==> config.mk <==
export PLATFORM = sky130hd
export DESIGN_NAME = bootrom_axil_frontend_flat
export DESIGN_NICKNAME = d
export VERILOG_FILES = /design/src/rtl/bootrom_axil_frontend_if.sv /design/src/rtl/bootrom_axil_frontend.sv /design/src/flat_wrapper.sv
export SDC_FILE = /design/constraint.sdc
export NUM_CORES = 1
export LEC_CHECK = 0
export ABC_AREA = 1
export CAP_MARGIN = 25
export CORE_MARGIN = 1.5
export CORE_UTILIZATION = 43
export CTS_BUF_LIST = sky130_fd_sc_hd__clkbuf_2 sky130_fd_sc_hd__clkbuf_4 sky130_fd_sc_hd__clkbuf_8
export DETAILED_ROUTE_END_ITERATION = 10
export GPL_TIMING_DRIVEN = 0
export PLACE_DENSITY = 0.8
export SYNTH_ARGS = -nofsm -noshare
export SYNTH_HDL_FRONTEND = slang
export SYNTH_SLANG_ARGS = --single-unit
==> constraint.sdc <==
create_clock -name clk_i -period 2.2 [get_ports clk_i]
set_input_delay 0.22 -clock clk_i [delete_from_list [all_inputs] [get_ports clk_i]]
set_output_delay 0.22 -clock clk_i [all_outputs]
set_load 0.02 [all_outputs]
==> src/rtl/bootrom_axil_frontend_if.sv <==
// AXI4-Lite channel bundle between the crossbar and the boot ROM front-end.
// Read channels carry address/data; write channels carry handshakes only.
interface bootrom_axil_frontend_if;
   logic        ar_valid_i;
   logic        ar_ready_o;
   logic [63:0] ar_addr_i;
   logic        r_valid_o;
   logic        r_ready_i;
   logic [63:0] r_data_o;
   logic [1:0]  r_resp_o;
   logic        aw_valid_i;
   logic        aw_ready_o;
   logic        w_valid_i;
   logic        w_ready_o;
   logic        b_valid_o;
   logic        b_ready_i;
   logic [1:0]  b_resp_o;

   modport slave (
      input  ar_valid_i, ar_addr_i, r_ready_i,
      input  aw_valid_i, w_valid_i, b_ready_i,
      output ar_ready_o, r_valid_o, r_data_o, r_resp_o,
      output aw_ready_o, w_ready_o, b_valid_o, b_resp_o
   );

   modport master (
      output ar_valid_i, ar_addr_i, r_ready_i,
      output aw_valid_i, w_valid_i, b_ready_i,
      input  ar_ready_o, r_valid_o, r_data_o, r_resp_o,
      input  aw_ready_o, w_ready_o, b_valid_o, b_resp_o
   );
endinterface

==> src/rtl/bootrom_axil_frontend.sv <==
// Read-only AXI4-Lite slave for the boot ROM: one read in flight,
// fixed-latency ROM access, writes always answered with SLVERR.
module bootrom_axil_frontend #(
   parameter logic [63:0] ROM_BASE    = 64'h0001_0000,
   parameter int unsigned ROM_SIZE    = 8192,
   parameter int unsigned ROM_LATENCY = 1
) (
   input  logic                 clk_i,
   input  logic                 rst_ni,
   bootrom_axil_frontend_if.slave axil,
   output logic                 rom_req_o,
   output logic [63:0]          rom_addr_o,
   input  logic [63:0]          rom_rdata_i
);
   typedef enum logic [1:0] {R_IDLE, R_REQ, R_WAIT, R_RESP} rstate_t;
   typedef enum logic {W_IDLE, W_RESP} wstate_t;

   localparam logic [63:0] SIZE   = 64'(ROM_SIZE);
   localparam logic [2:0]  LAT_M1 = 3'(ROM_LATENCY - 1);

   rstate_t     rstate;
   wstate_t     wstate;
   logic [2:0]  cnt;
   logic [63:0] offset;
   logic        in_win;
   logic        aw_done;
   logic        w_done;
   logic        aw_hs;
   logic        w_hs;
   logic        aw_got;
   logic        w_got;

   // Offset is only trusted once the lower bound holds, so no wrap.
   assign offset = axil.ar_addr_i - ROM_BASE;
   assign in_win = (axil.ar_addr_i >= ROM_BASE) && (offset < SIZE);

   always_ff @(posedge clk_i or negedge rst_ni) begin
      if (!rst_ni) begin
         rstate          <= R_IDLE;
         cnt             <= '0;
         axil.ar_ready_o <= 1'b1;
         axil.r_valid_o  <= 1'b0;
         axil.r_data_o   <= '0;
         axil.r_resp_o   <= '0;
         rom_req_o       <= 1'b0;
         rom_addr_o      <= '0;
      end else begin
         unique case (rstate)
            R_IDLE: begin
               if (axil.ar_valid_i) begin
                  axil.ar_ready_o <= 1'b0;
                  if (in_win) begin
                     rom_req_o  <= 1'b1;
                     rom_addr_o <= {offset[63:3], 3'b000};
                     rstate     <= R_REQ;
                  end else begin
                     axil.r_valid_o <= 1'b1;
                     axil.r_data_o  <= '0;
                     axil.r_resp_o  <= 2'b11;
                     rstate         <= R_RESP;
                  end
               end
            end
            R_REQ: begin
               rom_req_o <= 1'b0;
               cnt       <= LAT_M1;
               rstate    <= R_WAIT;
            end
            R_WAIT: begin
               if (cnt == 3'd0) begin
                  axil.r_valid_o <= 1'b1;
                  axil.r_data_o  <= rom_rdata_i;
                  axil.r_resp_o  <= 2'b00;
                  rstate         <= R_RESP;
               end else begin
                  cnt <= cnt - 3'd1;
               end
            end
            R_RESP: begin
               if (axil.r_ready_i) begin
                  axil.r_valid_o  <= 1'b0;
                  axil.ar_ready_o <= 1'b1;
                  rstate          <= R_IDLE;
               end
            end
            default: rstate <= R_IDLE;
         endcase
      end
   end

   assign aw_hs  = axil.aw_valid_i && axil.aw_ready_o;
   assign w_hs   = axil.w_valid_i && axil.w_ready_o;
   assign aw_got = aw_done || aw_hs;
   assign w_got  = w_done || w_hs;

   always_ff @(posedge clk_i or negedge rst_ni) begin
      if (!rst_ni) begin
         wstate          <= W_IDLE;
         aw_done         <= 1'b0;
         w_done          <= 1'b0;
         axil.aw_ready_o <= 1'b1;
         axil.w_ready_o  <= 1'b1;
         axil.b_valid_o  <= 1'b0;
         axil.b_resp_o   <= '0;
      end else begin
         unique case (wstate)
            W_IDLE: begin
               if (aw_got && w_got) begin
                  aw_done         <= 1'b1;
                  w_done          <= 1'b1;
                  axil.aw_ready_o <= 1'b0;
                  axil.w_ready_o  <= 1'b0;
                  axil.b_valid_o  <= 1'b1;
                  axil.b_resp_o   <= 2'b10;
                  wstate          <= W_RESP;
               end else begin
                  if (aw_hs) begin
                     aw_done         <= 1'b1;
                     axil.aw_ready_o <= 1'b0;
                  end
                  if (w_hs) begin
                     w_done         <= 1'b1;
                     axil.w_ready_o <= 1'b0;
                  end
               end
            end
            W_RESP: begin
               if (axil.b_ready_i) begin
                  aw_done         <= 1'b0;
                  w_done          <= 1'b0;
                  axil.aw_ready_o <= 1'b1;
                  axil.w_ready_o  <= 1'b1;
                  axil.b_valid_o  <= 1'b0;
                  wstate          <= W_IDLE;
               end
            end
            default: wstate <= W_IDLE;
         endcase
      end
   end
endmodule

==> src/flat_wrapper.sv <==
// flat-port wrapper written by rule: the top's interface ports become plain ports
module bootrom_axil_frontend_flat 
#(
   parameter logic [63:0] ROM_BASE    = 64'h0001_0000,
   parameter int unsigned ROM_SIZE    = 8192,
   parameter int unsigned ROM_LATENCY = 1
)
  (clk_i, rst_ni, rom_req_o, rom_addr_o, rom_rdata_i, axil_ar_valid_i, axil_ar_addr_i, axil_r_ready_i, axil_aw_valid_i, axil_w_valid_i, axil_b_ready_i, axil_ar_ready_o, axil_r_valid_o, axil_r_data_o, axil_r_resp_o, axil_aw_ready_o, axil_w_ready_o, axil_b_valid_o, axil_b_resp_o);
  bootrom_axil_frontend_if axil_i ();
  input  logic clk_i;
  input  logic rst_ni;
  output logic rom_req_o;
  output logic [63:0] rom_addr_o;
  input  logic [63:0] rom_rdata_i;
  input wire logic [$bits(axil_i.ar_valid_i)-1:0] axil_ar_valid_i;
  input wire logic [$bits(axil_i.ar_addr_i)-1:0] axil_ar_addr_i;
  input wire logic [$bits(axil_i.r_ready_i)-1:0] axil_r_ready_i;
  input wire logic [$bits(axil_i.aw_valid_i)-1:0] axil_aw_valid_i;
  input wire logic [$bits(axil_i.w_valid_i)-1:0] axil_w_valid_i;
  input wire logic [$bits(axil_i.b_ready_i)-1:0] axil_b_ready_i;
  output wire logic [$bits(axil_i.ar_ready_o)-1:0] axil_ar_ready_o;
  output wire logic [$bits(axil_i.r_valid_o)-1:0] axil_r_valid_o;
  output wire logic [$bits(axil_i.r_data_o)-1:0] axil_r_data_o;
  output wire logic [$bits(axil_i.r_resp_o)-1:0] axil_r_resp_o;
  output wire logic [$bits(axil_i.aw_ready_o)-1:0] axil_aw_ready_o;
  output wire logic [$bits(axil_i.w_ready_o)-1:0] axil_w_ready_o;
  output wire logic [$bits(axil_i.b_valid_o)-1:0] axil_b_valid_o;
  output wire logic [$bits(axil_i.b_resp_o)-1:0] axil_b_resp_o;
  assign axil_i.ar_valid_i = axil_ar_valid_i;
  assign axil_i.ar_addr_i = axil_ar_addr_i;
  assign axil_i.r_ready_i = axil_r_ready_i;
  assign axil_i.aw_valid_i = axil_aw_valid_i;
  assign axil_i.w_valid_i = axil_w_valid_i;
  assign axil_i.b_ready_i = axil_b_ready_i;
  assign axil_ar_ready_o = axil_i.ar_ready_o;
  assign axil_r_valid_o = axil_i.r_valid_o;
  assign axil_r_data_o = axil_i.r_data_o;
  assign axil_r_resp_o = axil_i.r_resp_o;
  assign axil_aw_ready_o = axil_i.aw_ready_o;
  assign axil_w_ready_o = axil_i.w_ready_o;
  assign axil_b_valid_o = axil_i.b_valid_o;
  assign axil_b_resp_o = axil_i.b_resp_o;
  bootrom_axil_frontend #(.ROM_BASE(ROM_BASE), .ROM_SIZE(ROM_SIZE), .ROM_LATENCY(ROM_LATENCY)) u_core (.clk_i(clk_i), .rst_ni(rst_ni), .axil(axil_i), .rom_req_o(rom_req_o), .rom_addr_o(rom_addr_o), .rom_rdata_i(rom_rdata_i));
endmodule
==> results.md <==
* Outcome: finished, violations left
* Violated checks: setup timing
* Yosys warns at 0
* Full die area at 19100 um^2
* Crit-path cells: inv_2 > ha_4 > nand2_2 > inv_2 > nand3b_1 > nor2_2 > nand3b_1 > nor3_2 > nand4_1 > nor2_2 > nand3_4 > nand2_4 > clkbuf_16 > buf_8 > nand2_2 > nand2_1
* Main combinational cell family by area after synthesis: simple AND/OR/NAND/NOR gates
* Mapped cell area at 7870 um^2
* Post-synth top flop: dfrtp_1
* Synth cell count leaders: 433 x nand2_1, 140 x inv_1, 138 x dfrtp_1, 130 x nor2_1, 69 x nand3b_1
* Critical Path End Type: flop
* Tot Pwr at 0.0104 W
* Chip width at 138 um
* Seq cells post-synth at 141
* LEAKAGE at 6.44 nW
* CP max FO at 5
* DRT Pass-1 Iters at 5
* TritonCTS Sinks at 141
* Fraction of layout cells with a size suffix above 1 at 20.2%
* Clock latency on the worst-skew pair at 0.46 ns
* Initial cell density of the core at 43.8%
* Worst VDD drop at 0.676 mV
* Cell accounting for the most synthesized area: dfrtp_1
* CTS Buf Count at 17
* Count leader, synth: nand2_1
* Critical path data required time at 2.59 ns
* Area grow syn2layout at 58.4%
* Fin Setup TNS at -15.15 ns
* Clock transition at path regs at 0.10 ns
* RePlAce Congestion at 0.950
* Die Ht at 138 um
* Unique masters post-synth at 29
* Final WL at 24900 um
* Min Hold Slack at 0.314 ns
* Worst clock skew at 0.0163 ns
* Core ar. at 18000 um^2
* Synth Area in Adders at 1.27%
* Critical R2R Launch: u_core.rstate[0]
* Post-route cell area at 12500 um^2
* Maxcap violations at 0
* Antenna violations before repair at 0
* Max Root-Sink Buffers at 2
* Final Net Count at 1571
* Post-synth EDFFs at 0
* Total grt overflow at 0
* Largest net degree at the start of global routing at 84
* Fin. Hold Viols at 0
* DRT iter0 DRCs at 458
* N_diodes at 0
* Mapped Cells at 1100
* Synth top area share at 43.9%
* Via count at 8159
* Slowest-stage cell, CP: dfrtp_1
* Detail Placement HPWL at 17600 um
* Pwr Density at 833 nW/um^2
* Mux cell area share after synthesis at 0%
* Sequential area share after synthesis at 44.9%
* Async set-reset flop share out of synthesis at 100%
* Synth Area in XOR/XNOR at 0.779%
* Residual DRC count at 0
* Slew at the pin closest to its max-slew limit at 0.581 ns
* Final setup viols at 128
* CTS tree: built
* Worst Hold Class: input pin to asynchronous set/reset pin
* H-tree levels at 4
* Area contributors post-synth: dfrtp_1 44%, nand2_1 21%, inv_1 6.7%
* Port-buffer cells at 265
* Post-synthesis simple-gate area fraction at 39.5%
* GRT Total Usage at 25.1%
* RSZ-0062 raised after global routing: yes
* Synth Area per Inst at 7.15 um^2
* Vias in the first global route at 7669
* Core Util, Final at 69.4%
* Io pins at 273
* Synth Area in Compound Gates at 3.04%
* CP peak stage delay at 0.40 ns
* Max Slew Vio Count at 0
* Worst rel slew slack at 61.3%
* Post-place instance area at 10800 um^2
* WS Path Type: flop to flop
* Drt via density at 4.89
* First-pass GRT wire length at 38500 um
* Crit path from: u_core.rstate[0]
* Num rows at 49
* Critical path arrival at 2.83 ns
* Crit path setup slack, layout at -0.240 ns
* F_max at 410 MHz
* Tmin final at 2.44 ns
* Period utilization at 111%
* DR WL/cell at 14.9 um
* Post-route ant nets at 0
* CTS root buf: clkbuf_8
* CP Launch Type: flop
==> timing repair <==
item                       4_1_cts  5_1_grt
pin swaps                       25       38
hold buffers                     1        0
setup endpoints to repair      129      130
cloned                           6        8
buffers inserted                16       11
resized for setup              133      147
hold endpoints to repair        57        0
==> where the power goes <==
group	switching, W	internal, W
combinational	0.00272	0.00229
clock	0.00118	0.000956
sequential	0.000266	0.00298
==> final timing paths <==
kind / to / slack [ns] / cells after the start
worst min register to register: u_core.rom_addr_o[58] / 0.47 / 2
max in group asynchronous: u_core.axil.ar_ready_o / 1.08 / 3
worst max-delay path: u_core.axil.r_data_o[44] / -0.24 / 16
worst max register to register: u_core.axil.r_data_o[44] / -0.24 / 16
worst min-delay path: u_core.axil.b_resp_o[1] / 0.31 / 2
min in group clk_i: u_core.rom_addr_o[11] / 0.33 / 3
==> flip-flops by register name, indices dropped and copies added, names as in the netlist <==
signal,count
u_core.aw_done,1
u_core.axil.ar_ready_o,1
u_core.axil.aw_ready_o,1
u_core.axil.b_resp_o,1
u_core.axil.b_valid_o,1
u_core.axil.r_data_o,64
u_core.axil.r_resp_o,1
u_core.axil.r_valid_o,1
u_core.axil.w_ready_o,1
u_core.cnt,3
u_core.rom_addr_o,61
u_core.rom_req_o,1
u_core.rstate,2
u_core.w_done,1
u_core.wstate,1
==> cells by family (layout without fill, tap and decap cells) <==
logic type	count (synthesis)	in the layout
DFF	141	141
buffers and inverters	184	522
AOI/OAI and AO/OA	46	46
xor gates and xnor gates	7	7
and+or+nand+nor	713	713
adders and majority gates	8	8
other	1	4
==> area by class of cell <==
cell class	count	area, um^2
multi-input cells	778	4080
inverters	141	529
clock inverters	15	168
flip-flops and latches	141	3530
repair buffers	308	3250
well taps	229	287
plain buffers	41	385
fillers	1452	5500
clock buffers	17	234
==> worst max-delay path, delay by kind of cell, from the launching register on <==
family                   cells  cell delay [ns]
adder cells (fa/ha/maj)      1             0.14
buffers and inverters        4             0.43
AND/OR/NAND/NOR             11             1.39
flip-flops                   1             0.40
==> routing by layer <==
layer / global-route usage (%) / wire [um] / up-vias
met5: 0 / 0 / -
met1: 31.0 / 10200 / 3773
li1: - / - / 4014
met4: 11.0 / 962 / 0
met2: 42.3 / 12200 / 300
met3: 5.47 / 1550 / 72
==> through the flow <==
| stage | instances | setup slack (ns) |
|---|---|---|
| finish | 1670 | -0.240 |
| global route | 1670 | -0.319 |
| CTS | 1653 | -0.199 |
| detailed placement | 1598 | -1.15 |
| global placement | 1597 | -4.70 |
| floorplan | 1103 | 0.0482 |
==> cell usage in the layout (no fill, tap or decap), drive strengths merged, types with 3 or more instances in the layout <==
cell type,instances
nand4,12
clkbuf,41
nand3,41
a21oi,17
ha,8
o21ai,26
buf,61
inv,151
xor2,4
clkdlybuf4s50,232
and2,4
conb,4
dlygate4sd2,7
xnor2,3
dfstp,3
nand2,438
nor2,146
dlymetal6s2s,24
clkinv,3
dfrtp,138
nand3b,69
Note: power is estimated with default switching activity, not from simulation.
